### src/rtl/seq_detector.sv
// -----------------------------------------------------------------------------
// seq_detector
//
// Detects the serial pattern 1,0,1,1 (first-received bit first) on i, using
// only the samples taken in cycles where en=1. Overlapping matches are
// allowed. Each completed pattern raises a one-cycle registered match pulse
// and bumps a saturating match counter. A sticky sat flag reports that the
// counter has reached its maximum.
//
// Ports
//   clk      in   single clock, rising edge
//   reset_n  in   asynchronous active-low reset
//   en       in   sample strobe; i is consumed only when en=1
//   i        in   serial data bit
//   clr      in   synchronous clear of count and sat (FSM unaffected)
//   match    out  one-cycle pulse after the edge that enters S1011
//   count    out  CNT_W-bit saturating match counter
//   sat      out  sticky flag, set when count reaches 2^CNT_W-1
//   state_o  out  registered FSM state, for debug
//
// Parameter CNT_W: counter width, legal range 2..16.
// Every output is taken directly from a flop.
// -----------------------------------------------------------------------------
module seq_detector #(
  parameter int CNT_W = 8
) (
  input  logic             clk,
  input  logic             reset_n,
  input  logic             en,
  input  logic             i,
  input  logic             clr,
  output logic             match,
  output logic [CNT_W-1:0] count,
  output logic             sat,
  output logic [2:0]       state_o
);

  typedef enum logic [2:0] {
    S0    = 3'd0,  // nothing matched
    S1    = 3'd1,  // "1"
    S10   = 3'd2,  // "10"
    S101  = 3'd3,  // "101"
    S1011 = 3'd4   // pattern complete
  } state_t;

  localparam logic [CNT_W-1:0] CNT_MAX = {CNT_W{1'b1}};
  localparam logic [CNT_W-1:0] CNT_ONE = {{(CNT_W-1){1'b0}}, 1'b1};

  state_t           state_q, state_d;
  logic             match_q, match_d;
  logic [CNT_W-1:0] count_q, count_d;
  logic             sat_q,   sat_d;
  logic             enter_match;

  // Next-state logic. Unused encodings fall back to S0 even without en so a
  // corrupted state register recovers in one cycle.
  always_comb begin
    state_d = state_q;
    case (state_q)
      S0:      if (en) state_d = i ? S1    : S0;
      S1:      if (en) state_d = i ? S1    : S10;
      S10:     if (en) state_d = i ? S101  : S0;
      S101:    if (en) state_d = i ? S1011 : S10;
      S1011:   if (en) state_d = i ? S1    : S10;
      default: state_d = S0;
    endcase
  end

  // S1011 is only entered from S101 on a qualified 1, and it has no
  // self-loop, so this fires exactly once per completed pattern even if
  // en stays low afterwards and the FSM sits in S1011.
  assign enter_match = en && (state_q == S101) && i;

  always_comb begin
    match_d = enter_match;
    count_d = count_q;
    sat_d   = sat_q;
    if (clr) begin
      // clr wins over a coinciding match; the FSM and match are untouched.
      count_d = '0;
      sat_d   = 1'b0;
    end else if (enter_match) begin
      if (count_q != CNT_MAX) begin
        count_d = count_q + CNT_ONE;
      end
      sat_d = sat_q | (count_d == CNT_MAX);
    end
  end

  always_ff @(posedge clk or negedge reset_n) begin
    if (!reset_n) begin
      state_q <= S0;
      match_q <= 1'b0;
      count_q <= '0;
      sat_q   <= 1'b0;
    end else begin
      state_q <= state_d;
      match_q <= match_d;
      count_q <= count_d;
      sat_q   <= sat_d;
    end
  end

  assign match   = match_q;
  assign count   = count_q;
  assign sat     = sat_q;
  assign state_o = state_q;

endmodule

### config.mk
export PLATFORM = sky130hd
export DESIGN_NAME = seq_detector
export DESIGN_NICKNAME = d
export VERILOG_FILES = /design/src/rtl/seq_detector.sv
export SDC_FILE = /design/constraint.sdc
export NUM_CORES = 1
export LEC_CHECK = 0
export BUFFER_PORTS_ARGS = -buffer_cell sky130_fd_sc_hd__buf_4
export CORE_MARGIN = 2
export CORE_UTILIZATION = 55
export CTS_CLUSTER_DIAMETER = 60
export DETAILED_ROUTE_END_ITERATION = 16
export PLACE_DENSITY = 0.77
export SLEW_MARGIN = 15
export SYNTH_ARGS = -nofsm -noshare
export SYNTH_HDL_FRONTEND = slang
export SYNTH_SLANG_ARGS = --single-unit
### constraint.sdc
create_clock -name clk -period 4.8 [get_ports clk]
set_input_delay 0.24 -clock clk [delete_from_list [all_inputs] [get_ports clk]]
set_output_delay 0.24 -clock clk [all_outputs]
set_load 0.02 [all_outputs]
* Word-level counts from Yosys, hierarchy flattened *
Index checks and enable logic that the tools add are counted.
W data, S select, Z words.

word-level totals
  bits in registers = 13
  bits of input ports = 5
  output and inout port bits = 13
  word-level logic and storage cells = 38

cells by class
  $add $sub $neg = 1
  equal/unequal tests = 10
  mux-type cells = 16
  bitwise logic cells = 1
  reductions and logical operators = 6

operator list
  kind                   count
  $mux W8                5
  $mux W3                5
  $pmux W3 S4            1
  $add A8 B1 Y8 const B  1
  $eq A8 B8 Y1 const B   1
  $ne A8 B8 Y1 const B   1
  $eq A3 B2 Y1 const B   2
  $ne A2 B2 Y1 const B   3
  $mux W2                2
  $reduce_and A4 Y1      1
  $eq A3 B1 Y1 const B   1
  $eq A3 B3 Y1 const B   1
  $logic_not A3 Y1       1
  $mux W1                3
  $logic_and A1 B1 Y1    2
  $ne A2 B1 Y1 const B   1
  $reduce_bool A2 Y1     1
  $reduce_or A2 Y1       1
  $or A1 B1 Y1           1

* Logic depth before layout (Yosys ltp) *
Gate-level depths: netlist of the first run.

  depth after elaboration = 9
  gate-level depth with buffers = 6
  depth with buffers taken out = 5

* Worst setup path before layout of the first run *
OpenSTA, ideal clock, no wires.

  path type = register -> register
  start point = register count_q[0], in the netlist count[0]
  end point = register count_q[6], in the netlist count[6]
  setup time = 0.120 ns
  data arrival time = 1.644 ns
  data required time = 4.680 ns
  slack = 3.036 ns
  cell stages (with the launch flop) = 6
  path buffers = 0
  period minus slack after synthesis = 1.764 ns
  cells stage by stage = dfrtp_1 > ha_1 > and3_1 > nand3_1 > or4b_1 > o211a_1

on the way
  longest elaborated chain between the ends = 6
  elaborated cells on any way between the ends = 7
  those cells by class = add/sub: 1; eq/ne: 1; mux: 5

RTL lines
  item                                           RTL line  RTL
  start, declared                                51        logic [CNT_W-1:0] count_q, count_d;
  start signal, assigned                         99        count_q <= count_d;
  $add A8 B1 Y8 or $ne A8 B8 Y1 (tied branches)  84, 83
  $mux W8 (*)                                    83        if (count_q != CNT_MAX) begin
  $mux W8 (*)                                    82        end else if (enter_match) begin
  $mux W8 (*)                                    78        if (clr) begin
  $mux W8 (*)                                    82
  $mux W8 (*)                                    78

Mark *: on every way between the ends. The rest lies on a longest branch, timed or not. The select of a mux whose other input is x is not followed.
A chain may end at the register's enable or synchronous reset.

* Worst setup path in the final report of the first run *
  start point = register count_q[0], in the netlist count[0]
  end point = register sat_q, in the netlist sat

on the way
  longest elaborated chain between the ends = 8
  elaborated cells on any way between the ends = 9
  those cells by class = add/sub: 1; eq/ne: 2; mux: 5; bitwise: 1

RTL lines
  item                                           RTL line  RTL
  $add A8 B1 Y8 or $ne A8 B8 Y1 (tied branches)  84, 83
  $mux W8 (*)                                    83
  $mux W8 (*)                                    82
  $mux W8 (*)                                    78
  $eq A8 B8 Y1 (*)                               86        sat_d = sat_q | (count_d == CNT_MAX);
  $or A1 B1 Y1 (*)                               86
  $mux W1 (*)                                    82
  $mux W1 (*)                                    78
  end signal, assigned                           100       sat_q <= sat_d;
  end, declared                                  52        logic sat_q, sat_d;

Marked as above.

==> impl_metrics.json, run 1 <==
{
  "outcome": "finished, final reports clean",
  "gp_congestion": 0.829,
  "final.fill_count": 118,
  "synth.area.mux_share": 0.0372,
  "synth_compound_gate_area_share": 0.217,
  "final_hold_viol_count": 0,
  "final_max_slew_viol_count": 0,
  "die-width_um": 42.3,
  "overall_via_count_from_detail_route": 720,
  "post-place-cells": 117,
  "insertion_delay_ns": 0.28,
  "synth_top_area_cell": "dfrtp_1",
  "syn-instance-count": 89,
  "postSynthAreaPerCell_um2": 9.08,
  "crit_end": "sat",
  "synth_top_cell_area_share": 0.402,
  "grt_pass1_vias": 599,
  "cts.path.max_buffers": 2,
  "ios": 18,
  "layout_commonest_cell": "buf_4",
  "stdcell_area_um2": 966,
  "floorplan.initialDensity": 0.606,
  "post_cts.resized_instances": 0,
  "pwrdens_nw_per_um2": 247,
  "ys_seq_elements": 13,
  "timing.critical_path.arrival_ns": 2.01,
  "min_period_over_period": 0.381,
  "grt_util_all_layers": 0.205,
  "power.static_leakage_uw": 0.000457,
  "asyncSetResetFlopFracSynth": 1.00,
  "r2r_setup_slack_ns": 2.97,
  "netlist-cell-type-count": 38,
  "syn_area_um2": 808,
  "global_route.usage.met2": 0.311,
  "io_buffer_count": 17,
  "portion_of_the_post_synthesis_area_used_by_sequential_elements": 0.402,
  "grt-busiest-layer": "met2",
  "largest_clock_skew_in_the_final_design_ns": 0.00845,
  "synth_fp_nets": 95,
  "power.ir.vdd_worst_mv": 0.185,
  "final.hold.worst_slack_ns": 0.177,
  "std_cell_rows": 13,
  "post-layout-total-power_uw": 238,
  "num-nets-final": 114,
  "switching_share": 0.310,
  "finalSetupTns_ns": 0,
  "cts.clk_slew.worst_paths_ns": 0.09,
  "fin_crit_ns": 1.83,
  "synth_fa_ha_area_frac": 0.0155,
  "final_cell_mix": "buf_4 (17), dfrtp_1 (13), nand2_1 (9), nand3_1 (7)",
  "detail_route.wl_per_cell_um": 14.0,
  "drt-initial-drc-count": 15,
  "max_cap_viol_count": 0,
  "power.share.clock": 0.298,
  "drt_pre_antenna_iters": 4,
  "worst-r2r-cell-count": 5,
  "tightest_slew_ns": 0.403,
  "startpoint_type": "register",
  "global_route.overflow_total": 0,
  "worst_setup_path_end_kind": "register",
  "chipHeight_um": 42.3,
  "clk_root_buffer_cell": "clkbuf_4",
  "layoutNonFillerInstCount": 122,
  "post-route-drc-count": 0,
  "rr_endpoint": "sat",
  "synthXorXnorAreaFrac": 0.0108,
  "postSynth.topFlopCell": "dfrtp_1",
  "post_cts_hold_buffer_count": 1,
  "worst-setup-path-type": "reg2reg",
  "number_of_sinks_driven_by_the_clock_tree": 13,
  "antenna_cells_inserted": 0,
  "cts-htree-levels": 1,
  "simple_gate_area_share_of_the_yosys_netlist": 0.262,
  "synth_top_family_by_area": "simple AND/OR/NAND/NOR gates",
  "max_freq_mhz": 546,
  "total_core_area_um2": 1330,
  "worstHoldPathType": "in2reg",
  "total_length_of_routed_wires_mm": 1.71,
  "layout-drive-gt1-share": 0.234,
  "grt_max_degree": 14,
  "via_cell_ratio": 5.90,
  "final_setup_viols": 0,
  "clock_buffer_count_from_cts": 3,
  "crit_path_max_fanout": 10,
  "p_sw_uw": 73.8,
  "area_growth_pct": 19.5,
  "grt_first_pass_wirelength_mm": 2.75,
  "p_int_uw": 164,
  "antenna_found_initial": 0,
  "number_of_enable_flip_flop_cells_after_synthesis": 0,
  "crit_required_ns": 4.98,
  "comb_power_share": 0.175,
  "synth_warnings": 0,
  "placedInstanceArea_um2": 928,
  "synthTopCellsByArea": "dfrtp_1 (40%), nand3_1 (4.3%), nand2_1 (4.2%), a21oi_1 (3.7%), mux2i_1 (3.7%)",
  "grt_setup_unrepaired": "no",
  "relSlewSlack": 0.724,
  "met3_usage": 0.0388,
  "share_seq_of_total_power": 0.526,
  "cp_startpoint": "count[0]",
  "tritoncts": "done",
  "dieArea_um2": 1790,
  "gr-usage-met1": 0.281,
  "cts.repair_timing.setup_buffer_count": 0,
  "place.detailed.hpwl_mm": 1.20,
  "worst_r2r_startpoint": "count[0]",
  "antenna_viol_nets_final": 0
}
==> critical path, cell delays in order, from the launching register on <==
cell     delay [ns]
dfrtp_1        0.48
ha_1           0.24
nand3_1        0.24
nor3_4         0.41
mux2i_1        0.13
a31o_2         0.24
==> cell usage after synthesis (3+ instances only) <==
cell and n:
dfrtp_1 13, inv_1 5, nand3_1 7, mux2i_1 3, o21ai_0 6, nand2_1 9
nor2_1 3, a21oi_1 6
==> state kept, by name, indices dropped and copies added (netlist names) <==
register	flops
sat	1
state_o	3
count	8
match	1
==> final cells by class <==
cell class                      instances  area, um2  share of cell area
Clock inverter                          1       5.00             0.00518
Inverter                                5       18.8              0.0194
Timing Repair Buffer                   18        138               0.142
Clock buffer                            3       22.5              0.0233
Sequential cell                        13        325               0.337
Multi-Input combinational cell         67        438               0.453
Tap cell                               15       18.8              0.0194
==> power by group through the flow <==
stage	logic, uW	registers [uW]	clock network, uW
2_1_floorplan	17.0	133	0
3_3_place_gp	41.0	128	0
3_5_place_dp	41.4	127	0
4_1_cts	42.2	125	72.8
5_1_grt	46.0	127	78.0
6_report	41.8	125	71.0
==> through the flow <==
step | utilization | setup slack, ns
after floorplan | - | 3.04
after global placement | 0.696 | 3.06
after detailed placement | 0.696 | 3.01
after CTS | 0.724 | 2.99
after global routing | 0.724 | 2.82
final | 0.724 | 2.97
==> cells by family (layout without fill, tap and decap cells) <==
kind of cell             count (synthesis)  after routing
AND/OR/NAND/NOR                         36             36
AO/OA/AOI/OAI                           26             26
flip-flops                              13             13
buffers and inverters                    9             27
multiplexers                             3              3
adder cells (fa/ha/maj)                  1              1
XOR/XNOR                                 1              1
==> worst min path at each step <==
stage / startpoint / endpoint / slack [ns] / cells after the start
floorplan: reset_n / count[0] / -0.06 / 0
global placement: reset_n / count[3] / 0.09 / 1
detailed placement: reset_n / count[3] / 0.09 / 1
CTS: clr / count[2] / 0.17 / 2
global route: clr / count[3] / 0.18 / 2
finish: clr / count[2] / 0.18 / 2
==> routing by layer <==
| layer | vias up | part of all wire |
|---|---|---|
| li1 | 366 | - |
| met1 | 334 | 0.49 |
| met2 | 18 | 0.46 |
| met3 | 2 | 0.044 |
| met4 | 0 | 0.0070 |
| met5 | - | 0 |
(Power assumes the default switching activity.)
==> run 2: changes to the inputs <==
- ABC_AREA: unset -> 1
- CORE_UTILIZATION: 55 -> 46
- PLACE_DENSITY: 0.77 -> 0.68
- clock period: 4.8 -> 1.6 ns (I/O delays scaled with it)
==> run 2 against run 1 <==
Compared with the run above: cell area up 7.1%; worst hold slack got worse by 0.090 ns; clock power rose to 2.9 times the previous value; first-iteration DRC count shrank 6.7%; routed wire length grew 8.8%; clock skew shrank 0.0074 ns; register-to-register slack lost 2.9 ns.
==> impl_metrics.json, run 2 <==
{
  "outcome": "finished, final reports clean",
  "crit_path_max_fanout": 6,
  "drt_pre_antenna_iters": 4,
  "via_cell_ratio": 5.22,
  "asyncSetResetFlopFracSynth": 1.00,
  "pwrdens_nw_per_um2": 656,
  "drt-initial-drc-count": 14,
  "multiInputGateArea_um2": 423,
  "tritoncts": "done",
  "antenna_cells_inserted": 0,
  "final.fill_count": 168,
  "num-nets-final": 148,
  "min_period_over_period": 0.943,
  "crit_path_frequent_cell": "nand2_1",
  "synth_top_cells_by_count": "nand2_1 (35), inv_1 (16), dfrtp_1 (13), nand3_1 (13), nor2_1 (11)",
  "gp_congestion": 0.806,
  "startpoint_type": "register",
  "grt_pass1_vias": 733,
  "worst-setup-path-type": "reg2reg",
  "synthTopCellsByArea": "dfrtp_1 (40%), nand2_1 (16%), nand3_1 (8.1%), inv_1 (7.4%), nor2_1 (5.1%)",
  "io_buffer_count": 17,
  "number_of_enable_flip_flop_cells_after_synthesis": 0,
  "global_route.overflow_total": 0,
  "grt_util_all_layers": 0.212,
  "number_of_sinks_driven_by_the_clock_tree": 13,
  "synth_top_cell_area_share": 0.403,
  "final_hold_viol_count": 0,
  "crit_required_ns": 1.81,
  "post-route-drc-count": 0,
  "ios": 18,
  "netlist-cell-type-count": 20,
  "grt_first_pass_wirelength_mm": 3.16,
  "dieArea_um2": 2110,
  "stdcell_area_um2": 1030,
  "power.ir.vdd_worst_mv": 0.454,
  "layoutNonFillerInstCount": 158,
  "post-synth-top-count-cell": "nand2_1",
  "portion_of_the_post_synthesis_area_used_by_sequential_elements": 0.403,
  "final_cell_mix": "nand2_1 (35), buf_4 (20), inv_1 (16), nand3_1 (13), dfrtp_1 (13)",
  "comb_power_share": 0.170,
  "tightest_slew_ns": 0.263,
  "overall_via_count_from_detail_route": 824,
  "layout_commonest_cell": "nand2_1",
  "grt_max_degree": 14,
  "fin_crit_ns": 1.51,
  "timing.critical_path.arrival_ns": 1.72,
  "synth_fp_nets": 121,
  "post-place-cells": 151,
  "relSlewSlack": 0.825,
  "largest_clock_skew_in_the_final_design_ns": 0.00101,
  "cell_chain_of_the_critical_path": "ha_2, nand2_2, nor2_4, nand2_4, o21ai_1, nand2_1, nor2_2, nand2_1, a21oi_2",
  "postSynthAreaPerCell_um2": 7.02,
  "largest_register_ff_count": 8,
  "crit_path_top_delay_cell": "dfrtp_1",
  "cts-htree-levels": 1,
  "antenna_viol_nets_final": 0,
  "layout-drive-gt1-share": 0.262,
  "chipHeight_um": 45.9,
  "syn_area_um2": 807,
  "syn-instance-count": 115,
  "place.detailed.hpwl_mm": 1.44,
  "total_length_of_routed_wires_mm": 1.86,
  "std_cell_rows": 15,
  "share_seq_of_total_power": 0.522,
  "p_sw_uw": 199,
  "power.static_leakage_uw": 0.000537,
  "worst_setup_path_end_kind": "register",
  "synth_warnings": 0,
  "clock_buffer_count_from_cts": 3,
  "detail_route.wl_per_cell_um": 11.8,
  "final_max_slew_viol_count": 0,
  "cts.clk_slew.worst_paths_ns": 0.09,
  "max_cap_viol_count": 0,
  "antenna_found_initial": 0,
  "switching_share": 0.293,
  "clk_root_buffer_cell": "clkbuf_4",
  "final_setup_viols": 0,
  "final.hold.worst_slack_ns": 0.0876,
  "synth_top_area_cell": "dfrtp_1",
  "p_int_uw": 480,
  "insertion_delay_ns": 0.28,
  "floorplan.initialDensity": 0.478,
  "power.share.clock": 0.308,
  "die-width_um": 45.9,
  "max_freq_mhz": 662,
  "postSynth.topFlopCell": "dfrtp_1",
  "area_growth_pct": 28.2,
  "area.sequential_um2": 325,
  "critical_path.max_stage_delay_ns": 0.37,
  "cts.path.max_buffers": 2,
  "worstHoldPathType": "in2reg",
  "placedInstanceArea_um2": 971,
  "total_core_area_um2": 1690,
  "ys_seq_elements": 13
}
==> run 2: cells by family after synthesis <==
family	after synthesis	synth area share
AOI/OAI and AO/OA	16	0.110
adders and majority gates	1	0.0155
buffers and inverters	18	0.0837
DFF	13	0.403
and+or+nand+nor	67	0.388
==> run 2: final cells by class <==
class	instances	area share
multi-input combinational	84	0.409
sequential	13	0.314
timing repair buffer	22	0.164
inverter	18	0.0653
clock buffer	3	0.0218
tap	17	0.0206
clock inverter	1	0.00484
==> run 2: critical path, delay by kind of cell (launching register included) <==
family | cells | cell delay [ns]
DFF | 1 | 0.37
AOI/OAI and AO/OA | 2 | 0.22
adders and majority gates | 1 | 0.22
and+or+nand+nor | 6 | 0.63
==> run 2: worst paths after layout <==
| path | start | endpoint | slack [ns] | depth (start not counted) |
|---|---|---|---|---|
| hold / removal | en | state_o[0] | 0.09 | 3 |
| setup / recovery | count[1] | sat | 0.09 | 9 |
| setup reg to reg | count[1] | sat | 0.09 | 9 |
| max in group asynchronous | reset_n | state_o[2] | 1.26 | 2 |
| hold reg to reg | sat | sat | 0.54 | 2 |
| min in group asynchronous | reset_n | count[7] | 0.18 | 2 |
==> run 2: power by group through the flow <==
stage	logic [uW]	registers, uW	clock network [uW]
floorplan	44.6	377	0
global placement	111	360	0
detailed placement	113	360	0
CTS	117	354	217
global route	130	356	235
finish	116	354	209
==> run 2: metal layers <==
layer	routed length (um)	share of wire	vias up	GRT usage
met3	67	0.036	4	0.0357
met4	28	0.015	0	0.103
li1	-	-	420	-
met5	0	0	-	0
met1	901	0.48	380	0.295
met2	866	0.46	20	0.317
==> run 2: stage by stage <==
step / total power, uW / utilization / TNS [ns] / setup slack (ns)
after floorplan: 422 / - / 0 / 0.0489
final: 679 / 0.613 / 0 / 0.0905
after detailed placement: 473 / 0.575 / 0 / 0.0521
after CTS: 688 / 0.603 / 0 / 0.0432
after global routing: 721 / 0.613 / -0.00555 / -0.00555
after global placement: 471 / 0.575 / 0 / 0.0805
==> run 2: repair_timing <==
action                                  4_1_cts  5_1_grt
setup buffers                                 0        1
resized for setup                             0        3
endpoints found under the setup margin        0        1
endpoints found under the hold margin        14        0
hold buffers                                  2        0
